[src/rtl/wb_sram_pkg.sv]
// Shared types and constants for the Wishbone-to-OpenRAM bank bridge.
// Widths are derived from the bridge parameters through the helper functions below.
package wb_sram_pkg;

  typedef enum logic [1:0] {
    ST_IDLE   = 2'd0,
    ST_ACCESS = 2'd1,
    ST_WAIT   = 2'd2,
    ST_RESP   = 2'd3
  } state_t;

  // Idle levels of the active-low SRAM strobes.
  localparam logic RAM_WEB_RST = 1'b1;
  localparam logic RAM_CSB_RST = 1'b1;

  // Byte-offset bits inside one data word.
  function automatic int wl_of(input int data_w);
    return $clog2(data_w / 8);
  endfunction

  // Bank-select bits.
  function automatic int bw_of(input int num_banks);
    return $clog2(num_banks);
  endfunction

endpackage

[src/rtl/wb_sram_addr_dec.sv]
// Splits a Wishbone byte address into window hit, bank index and word index.
// Purely combinational; the byte-offset bits below the word index are ignored.
module wb_sram_addr_dec
  import wb_sram_pkg::*;
#(
  parameter int          DATA_W    = 32,
  parameter int          ADDR_W    = 9,
  parameter int          NUM_BANKS = 8,
  parameter logic [31:0] BASE_ADDR = 32'h3000_0000,
  localparam int         BW        = bw_of(NUM_BANKS)
) (
  input  logic [31:0]       wbs_adr_i,
  output logic              hit,
  output logic [BW-1:0]     bank,
  output logic [ADDR_W-1:0] word
);

  localparam int WL  = wl_of(DATA_W);
  localparam int TOP = WL + ADDR_W + BW;

  logic unused_lsb;

  assign word = wbs_adr_i[WL +: ADDR_W];
  assign bank = wbs_adr_i[WL + ADDR_W +: BW];
  assign hit  = (wbs_adr_i >> TOP) == (BASE_ADDR >> TOP);

  generate
    if (WL > 0) begin : g_lsb
      assign unused_lsb = ^wbs_adr_i[WL-1:0];
    end else begin : g_no_lsb
      assign unused_lsb = 1'b0;
    end
  endgenerate

endmodule

[src/rtl/wb_sram_bank_bridge.sv]
// Wishbone classic slave giving the host direct read/write access to the banked
// OpenRAM macros; hold_i keeps new accesses off the macros while the core owns them.
module wb_sram_bank_bridge
  import wb_sram_pkg::*;
#(
  parameter int          DATA_W    = 32,
  parameter int          ADDR_W    = 9,
  parameter int          NUM_BANKS = 8,
  parameter int          READ_LAT  = 1,
  parameter logic [31:0] BASE_ADDR = 32'h3000_0000
) (
  input  logic                        wb_clk_i,
  input  logic                        wb_rst_i,
  input  logic                        wbs_stb_i,
  input  logic                        wbs_cyc_i,
  input  logic                        wbs_we_i,
  input  logic [DATA_W/8-1:0]         wbs_sel_i,
  input  logic [31:0]                 wbs_adr_i,
  input  logic [DATA_W-1:0]           wbs_dat_i,
  output logic                        wbs_ack_o,
  output logic [DATA_W-1:0]           wbs_dat_o,
  input  logic                        hold_i,
  output logic                        busy_o,
  output logic [NUM_BANKS-1:0]        ram_csb,
  output logic                        ram_web,
  output logic [ADDR_W-1:0]           ram_addr,
  output logic [DATA_W-1:0]           ram_wdata,
  output logic [DATA_W/8-1:0]         ram_wmask,
  input  logic [NUM_BANKS*DATA_W-1:0] ram_rdata
);

  localparam int       BW       = bw_of(NUM_BANKS);
  localparam int       SEL_W    = DATA_W / 8;
  localparam logic [2:0] LAT_LAST = 3'(READ_LAT - 1);

  state_t               state;
  logic [2:0]           wait_cnt;
  logic                 hit_q;
  logic                 we_q;
  logic [BW-1:0]        bank_q;

  logic                 dec_hit;
  logic [BW-1:0]        dec_bank;
  logic [ADDR_W-1:0]    dec_word;
  logic [NUM_BANKS-1:0] bank_onehot;
  logic                 start;

  wb_sram_addr_dec #(
    .DATA_W    (DATA_W),
    .ADDR_W    (ADDR_W),
    .NUM_BANKS (NUM_BANKS),
    .BASE_ADDR (BASE_ADDR)
  ) u_dec (
    .wbs_adr_i (wbs_adr_i),
    .hit       (dec_hit),
    .bank      (dec_bank),
    .word      (dec_word)
  );

  assign bank_onehot = {{(NUM_BANKS-1){1'b0}}, 1'b1} << dec_bank;
  assign start       = wbs_stb_i & wbs_cyc_i & ~hold_i;

  always_ff @(posedge wb_clk_i) begin
    if (wb_rst_i) begin
      state     <= ST_IDLE;
      wait_cnt  <= '0;
      hit_q     <= 1'b0;
      we_q      <= 1'b0;
      bank_q    <= '0;
      wbs_ack_o <= 1'b0;
      wbs_dat_o <= '0;
      busy_o    <= 1'b0;
      ram_csb   <= {NUM_BANKS{RAM_CSB_RST}};
      ram_web   <= RAM_WEB_RST;
      ram_addr  <= '0;
      ram_wdata <= '0;
      ram_wmask <= '0;
    end else begin
      case (state)
        ST_IDLE: begin
          if (start) begin
            state     <= ST_ACCESS;
            busy_o    <= 1'b1;
            hit_q     <= dec_hit;
            we_q      <= wbs_we_i;
            bank_q    <= dec_bank;
            ram_addr  <= dec_word;
            ram_wdata <= wbs_dat_i;
            ram_wmask <= wbs_we_i ? wbs_sel_i : {SEL_W{1'b0}};
            ram_web   <= ~wbs_we_i;
            // A miss leaves every macro deselected but still runs the handshake.
            ram_csb   <= dec_hit ? ~bank_onehot : {NUM_BANKS{RAM_CSB_RST}};
          end
        end

        ST_ACCESS: begin
          ram_csb <= {NUM_BANKS{RAM_CSB_RST}};
          ram_web <= RAM_WEB_RST;
          if (!wbs_cyc_i) begin
            state  <= ST_IDLE;
            busy_o <= 1'b0;
          end else if (we_q || !hit_q) begin
            state     <= ST_RESP;
            wbs_ack_o <= 1'b1;
            if (!we_q) wbs_dat_o <= '0;
          end else begin
            state    <= ST_WAIT;
            wait_cnt <= LAT_LAST;
          end
        end

        ST_WAIT: begin
          if (!wbs_cyc_i) begin
            state    <= ST_IDLE;
            busy_o   <= 1'b0;
            wait_cnt <= '0;
          end else if (wait_cnt == 3'd0) begin
            state     <= ST_RESP;
            wbs_ack_o <= 1'b1;
            wbs_dat_o <= ram_rdata[int'(bank_q) * DATA_W +: DATA_W];
          end else begin
            wait_cnt <= wait_cnt - 3'd1;
          end
        end

        ST_RESP: begin
          state     <= ST_IDLE;
          wbs_ack_o <= 1'b0;
          busy_o    <= 1'b0;
        end

        default: begin
          state     <= ST_IDLE;
          wbs_ack_o <= 1'b0;
          busy_o    <= 1'b0;
        end
      endcase
    end
  end

endmodule
[config.mk]
export PLATFORM = sky130hd
export DESIGN_NAME = wb_sram_bank_bridge
export DESIGN_NICKNAME = d
export VERILOG_FILES = /design/src/rtl/wb_sram_pkg.sv /design/src/rtl/wb_sram_addr_dec.sv /design/src/rtl/wb_sram_bank_bridge.sv
export SDC_FILE = /design/constraint.sdc
export NUM_CORES = 1
export LEC_CHECK = 0
export BUFFER_PORTS_ARGS = -buffer_cell sky130_fd_sc_hd__clkbuf_2
export CAP_MARGIN = 10
export CORE_AREA = 2 2 163 165
export CTS_CLUSTER_SIZE = 30
export DETAILED_ROUTE_END_ITERATION = 10
export DIE_AREA = 0 0 165 167
export GPL_TIMING_DRIVEN = 0
export SETUP_SLACK_MARGIN = 0.05
export SYNTH_ARGS = -nofsm -noshare
export SYNTH_HDL_FRONTEND = slang
export SYNTH_SLANG_ARGS = --single-unit
[constraint.sdc]
create_clock -name wb_clk_i -period 5.5 [get_ports wb_clk_i]
set_clock_uncertainty 0.05 [all_clocks]
set_input_delay 0.275 -clock wb_clk_i [delete_from_list [all_inputs] [get_ports wb_clk_i]]
set_output_delay 0.275 -clock wb_clk_i [all_outputs]
set_load 0.02 [all_outputs]
* Word level (Yosys, flattened, before mapping)
Cells that the tools add are included.
** Storage, ports and cells
- Bits in registers :: 98
- Input port bits :: 330
- Output and inout bits :: 88
- Logic and storage cells :: 81
** Cells by class
- Add/subtract/negate cells :: 1
- Equality and inequality tests :: 14
- Shift-type cells :: 2
- Mux-type cells :: 31
- Bitwise logic cells :: 5
- Reductions and logical operators :: 15
** Operators with widths (number)
- variable part select 256 x 9 -> 32 bit :: 1
- 2-to-1 mux 32 bit :: 5
- one-hot mux 32 bit (2 select lines) :: 1
- == test 18 x 16 -> 1 bit, second input constant :: 1
- 2-to-1 mux 8 bit :: 2
- inequality test 2 bit, second input constant :: 8
- one-hot mux 8 bit (2 select lines) :: 1
- 2-to-1 mux 3 bit :: 4
- 2-to-1 mux 1 bit :: 8
- 2-to-1 mux 2 bit :: 4
- NOT 8 bit :: 1
- one-hot mux 2 bit (4 select lines) :: 1
- AND reduction 2 bit :: 4
- << shifter 1 x 3 -> 8 bit, first input constant :: 1
- inequality test 3 bit, second input constant :: 2
- one-hot mux 1 bit (3 select lines) :: 2
- one-hot mux 3 bit (2 select lines) :: 1
- AND reduction 6 bit :: 1
- AND reduction 5 bit :: 1
- == test 2 bit, second input constant :: 2
- 2-to-1 mux 4 bit :: 1
- AND reduction 4 bit :: 1
- nonzero test 2 bit :: 2
- logical NOT 3 bit :: 1
- 10 further kinds :: 12

* Depth between registers and ports, before layout
- Depth after elaboration :: 5
- Mapped depth :: 8
- Gate-level depth less buffers :: 6

* By module
From an unflattened synthesis, not the netlist that was laid out.
** Second synthesis, totals
- Cell total of the unflattened synthesis :: 528
- Area, all modules :: 5731.7 um2
** Modules (own cells, without submodules)
- wb_sram_bank_bridge :: instances 1, cells an instance 509, area an instance 5572.8 um2, sequential area each 1961.9 um2
- wb_sram_addr_dec :: instances 1, cells an instance 19, area an instance 158.9 um2, sequential area each 0.0 um2

* Worst setup path after synthesis
Ideal clock, no wire load.
- Path kind :: reg2reg
- Start :: register state[1]
- End :: register wbs_dat_o[0]
- Library setup time :: 0.059 ns
- Arrival :: 1.714 ns
- Data required time :: 5.391 ns
- Path slack :: 3.677 ns
- Stages on the path, launching flop included :: 8
- Path buffers :: 2
- Clock period less this slack :: 1.823 ns
- Cells stage by stage :: dfxtp_1 > inv_1 > ha_1 > clkbuf_1 > o21ai_1 > nor4b_1 > buf_2 > a22o_1
** On the way
- Cells in the longest elaborated chain, start to end :: 3
- Elaborated cells on any way between the ends :: 10
- Classes of those cells :: eq/ne (7); mux (1); reduce/logical (2)
** RTL lines
- start: declaration :: line wb_sram_bank_bridge.sv:36 : state_t state;
- start signal: assignment :: line wb_sram_bank_bridge.sv:65 : state <= ST_IDLE;
- start signal: assignment :: line wb_sram_bank_bridge.sv:82 : state <= ST_ACCESS;
- start signal: assignment :: line wb_sram_bank_bridge.sv:100 : state <= ST_IDLE;
- == test 2 x 1 -> 1 bit or == test 2 bit (tied branches) :: line wb_sram_bank_bridge.sv:79 : case (state)
- inequality test 2 bit (no source line) or nonzero test 2 bit (tied branches)
- AND reduction 6 bit (no source line)
- end signal: assignment :: line wb_sram_bank_bridge.sv:120 : wbs_dat_o <= ram_rdata[int'(bank_q) * DATA_W +: DATA_W];
- end: declaration :: line wb_sram_bank_bridge.sv:21 : output logic [DATA_W-1:0] wbs_dat_o,
Several ways; a longest one is shown, not always the timed one.
A chain may end at the register's enable or synchronous reset.

* Worst setup path in the final report
- Start :: register state[1]
- End :: register wbs_dat_o[16]
Same word-level chain as after synthesis.

==> metrics.md <==
| Metric | Value |
|---|---|
| Syn Nets | `845` |
| Routed vias/inst | `4.60` |
| CP endpoint kind | `flop` |
| MaxCap Viol Count | `0` |
| I/O Buffers | `414` |
| 1st-pass router iterations | `7` |
| Setup tns final | `0 ns` |
| # fillers | `2716` |
| Chip Height | `167 um` |
| Worst-path clk slew | `0.08 ns` |
| PwrDens | `212 nW/um2` |
| Synth cell types | `40` |
| DRT iter0 DRCs | `245` |
| Post-CTS Setup Bufs | `0` |
| Horiz. Die Dim | `165 um` |
| H-tree Lvls | `3` |
| Syn avg cell area | `10.8 um2` |
| Max_slew headroom | `48.6%` |
| Area grow syn2layout | `51.1%` |
| Clock buffer depth | `2` |
| Number of routed nets with antenna violations | `0` |
| Dominant cells by area after synthesis | `dfxtp_1 (36%), mux4_2 (26%), nand2_1 (6.9%)` |
| Starting Density | `21.3%` |
| RD Place Congestion | `0.838` |
| WL per Instance | `19.0 um` |
| Multi-input gate area | `3280 um2` |
| Clk_lat worst skew | `0.34 ns` |
| CTS root buffer | `clkbuf_16` |
| Register area | `1960 um2` |
| Most frequent cell after synthesis | `nand2_1` |
| Top_reg_cell synth | `dfxtp_1` |
| WS Path Type | `flop to flop` |
| Register area share after synthesis | `35.8%` |
| Final net count | `1271` |
| Synth warn | `0` |
| Global-route wire length before repair | `34900 um` |
| # clock sinks | `98` |
| Worst setup SP type | `flop` |
| Fraction of registers with async set or reset after synthesis | `0%` |
| Achievable clock frequency | `380 MHz` |
| Routed vias | `5875` |
| Vias in the first global route | `6169` |
| Total GRT Usage | `16.9%` |
| Top-area cell type share of the netlist area | `35.8%` |
| CP max stage delay | `0.61 ns` |
| Final setup fails | `0` |
| Post-cts sizing count | `0` |
| Crit-path slowest cell | `a21oi_1` |
| RSZ-0062 raised after global routing | `false` |
| Share of cells above drive strength 1 | `57.4%` |
| Mapped Cells | `508` |
| Largest net degree at the start of global routing | `20` |
| CTS tree | `yes` |
| Final period util | `47.9%` |
| Total core area | `25800 um2` |
| DRC | `0` |
| Worst Path Arrival | `2.87 ns` |
| Fin. max-slew vios | `0` |
| Hpwl dp | `20500 um` |
| Die Area | `27600 um2` |
| Slew @ Worst Pin | `0.771 ns` |
| Number of enable flip-flop cells after synthesis | `0` |
| WL final | `24300 um` |
| Endpoints failing hold | `0` |
| LEAKAGE | `3.69 nW` |
| Num ports | `418` |
| Site row count | `59` |
| Fin Hold WS | `0.0837 ns` |
| Post-synthesis instance area | `5480 um2` |
| TritonCTS buffer count | `9` |
| WP data required | `5.74 ns` |
| Worst-path cell chain | `inv_1 -> ha_1 -> clkbuf_1 -> o21ai_1 -> a21oi_1 -> a21oi_1 -> clkbuf_1 -> a22o_1` |
| Worst hold path class | `input port to flop` |
| Peak supply drop | `0.000111 V` |
| Global route overflow | `0` |
| Status | `finished, final reports clean` |
| Initial antenna violation count | `2` |
| Dominant cell type by area after synthesis | `dfxtp_1` |
| CTS Hold Bufs | `0` |
| Max Fanout on Critical Path | `10` |
| Commonest cells in the netlist | `nand2_1 (101), dfxtp_1 (98), mux4_2 (64), a21oi_1 (54)` |
| Post-synthesis register bit count | `98` |
| Final min period | `2.63 ns` |
## report_power, final
group	switching, mW	internal, mW
Sequential	0.00970	0.726
Clock	0.326	0.321
Combinational	0.175	0.200
Total	0.510	1.25
## flip-flops by register name, summed over array words and instances, names as in the netlist
| name | flops |
|---|---|
| bank_q | 3 |
| we_q | 1 |
| ram_wmask | 4 |
| state | 2 |
| ram_web | 1 |
| busy_o | 1 |
| wait_cnt | 3 |
| ram_csb | 8 |
| wbs_dat_o | 32 |
| hit_q | 1 |
| ram_addr | 9 |
| ram_wdata | 32 |
| wbs_ack_o | 1 |
## layout make-up
cell class / instances / area share, %
well taps: 335 / 5.06
clock inverters: 7 / 0.861
multi-input cells: 359 / 39.5
repair buffers: 415 / 25.1
diodes: 2 / 0.0604
plain buffers: 44 / 2.63
inverters: 7 / 0.317
flip-flops and latches: 98 / 23.7
clock buffers: 9 / 2.72
## layout by cell type, fill, tap and decap left out, types with 9 or more instances in the layout
master and n:
dfxtp_1 98, mux2_2 32, clkbuf_16 9, nor2_1 9, clkbuf_2 414, nand2_1 101, mux4_2 64, a21oi_1 54
a2bb2oi_1 9, clkbuf_1 26, a22o_1 32
## layer usage
layer,track usage (%),part of all wire (%),wire length (um)
met1,19.9,40,9790
met2,30.6,51,12300
met3,4.21,7.2,1760
met4,3.97,1.5,372
met5,0,0.033,8
## through the flow
step                worst slack [ns]  utilization (%)  instances  power [mW]  cell area, um2
global route                    2.58             32.1       1274        1.85            8280
detailed placement              2.85             31.0       1258        1.13            7990
finish                          2.87             32.2       1276        1.76            8290
global placement                2.57             31.0       1257        1.13            7970
CTS                             2.82             32.1       1274        1.79            8280
floorplan                       3.68                -        508       0.942            5480
## critical path: cells and delay by family, from the launching register on
family | cells | cell delay [ns]
AO/OA/AOI/OAI | 4 | 1.12
adder cells (fa/ha/maj) | 1 | 0.18
flip-flops | 1 | 0.39
buffers and inverters | 3 | 0.83
## kinds of logic after synthesis
group,Yosys count,synth area share [%]
buffers and inverters,51,4.45
adders and majority gates,7,1.60
muxes,99,33.4
DFF,98,35.8
AOI/OAI and AO/OA,110,13.2
and+or+nand+nor,143,11.5
## worst paths after layout
path / slack, ns / cells past startpoint / from / to
setup / recovery: 2.87 / 8 / state[1] / wbs_dat_o[16]
hold / removal: 0.08 / 3 / wbs_dat_i[28] / ram_wdata[28]
setup reg to reg: 2.87 / 8 / state[1] / wbs_dat_o[16]
hold reg to reg: 0.41 / 2 / ram_wdata[7] / ram_wdata[7]
(Power assumes the default switching activity.)
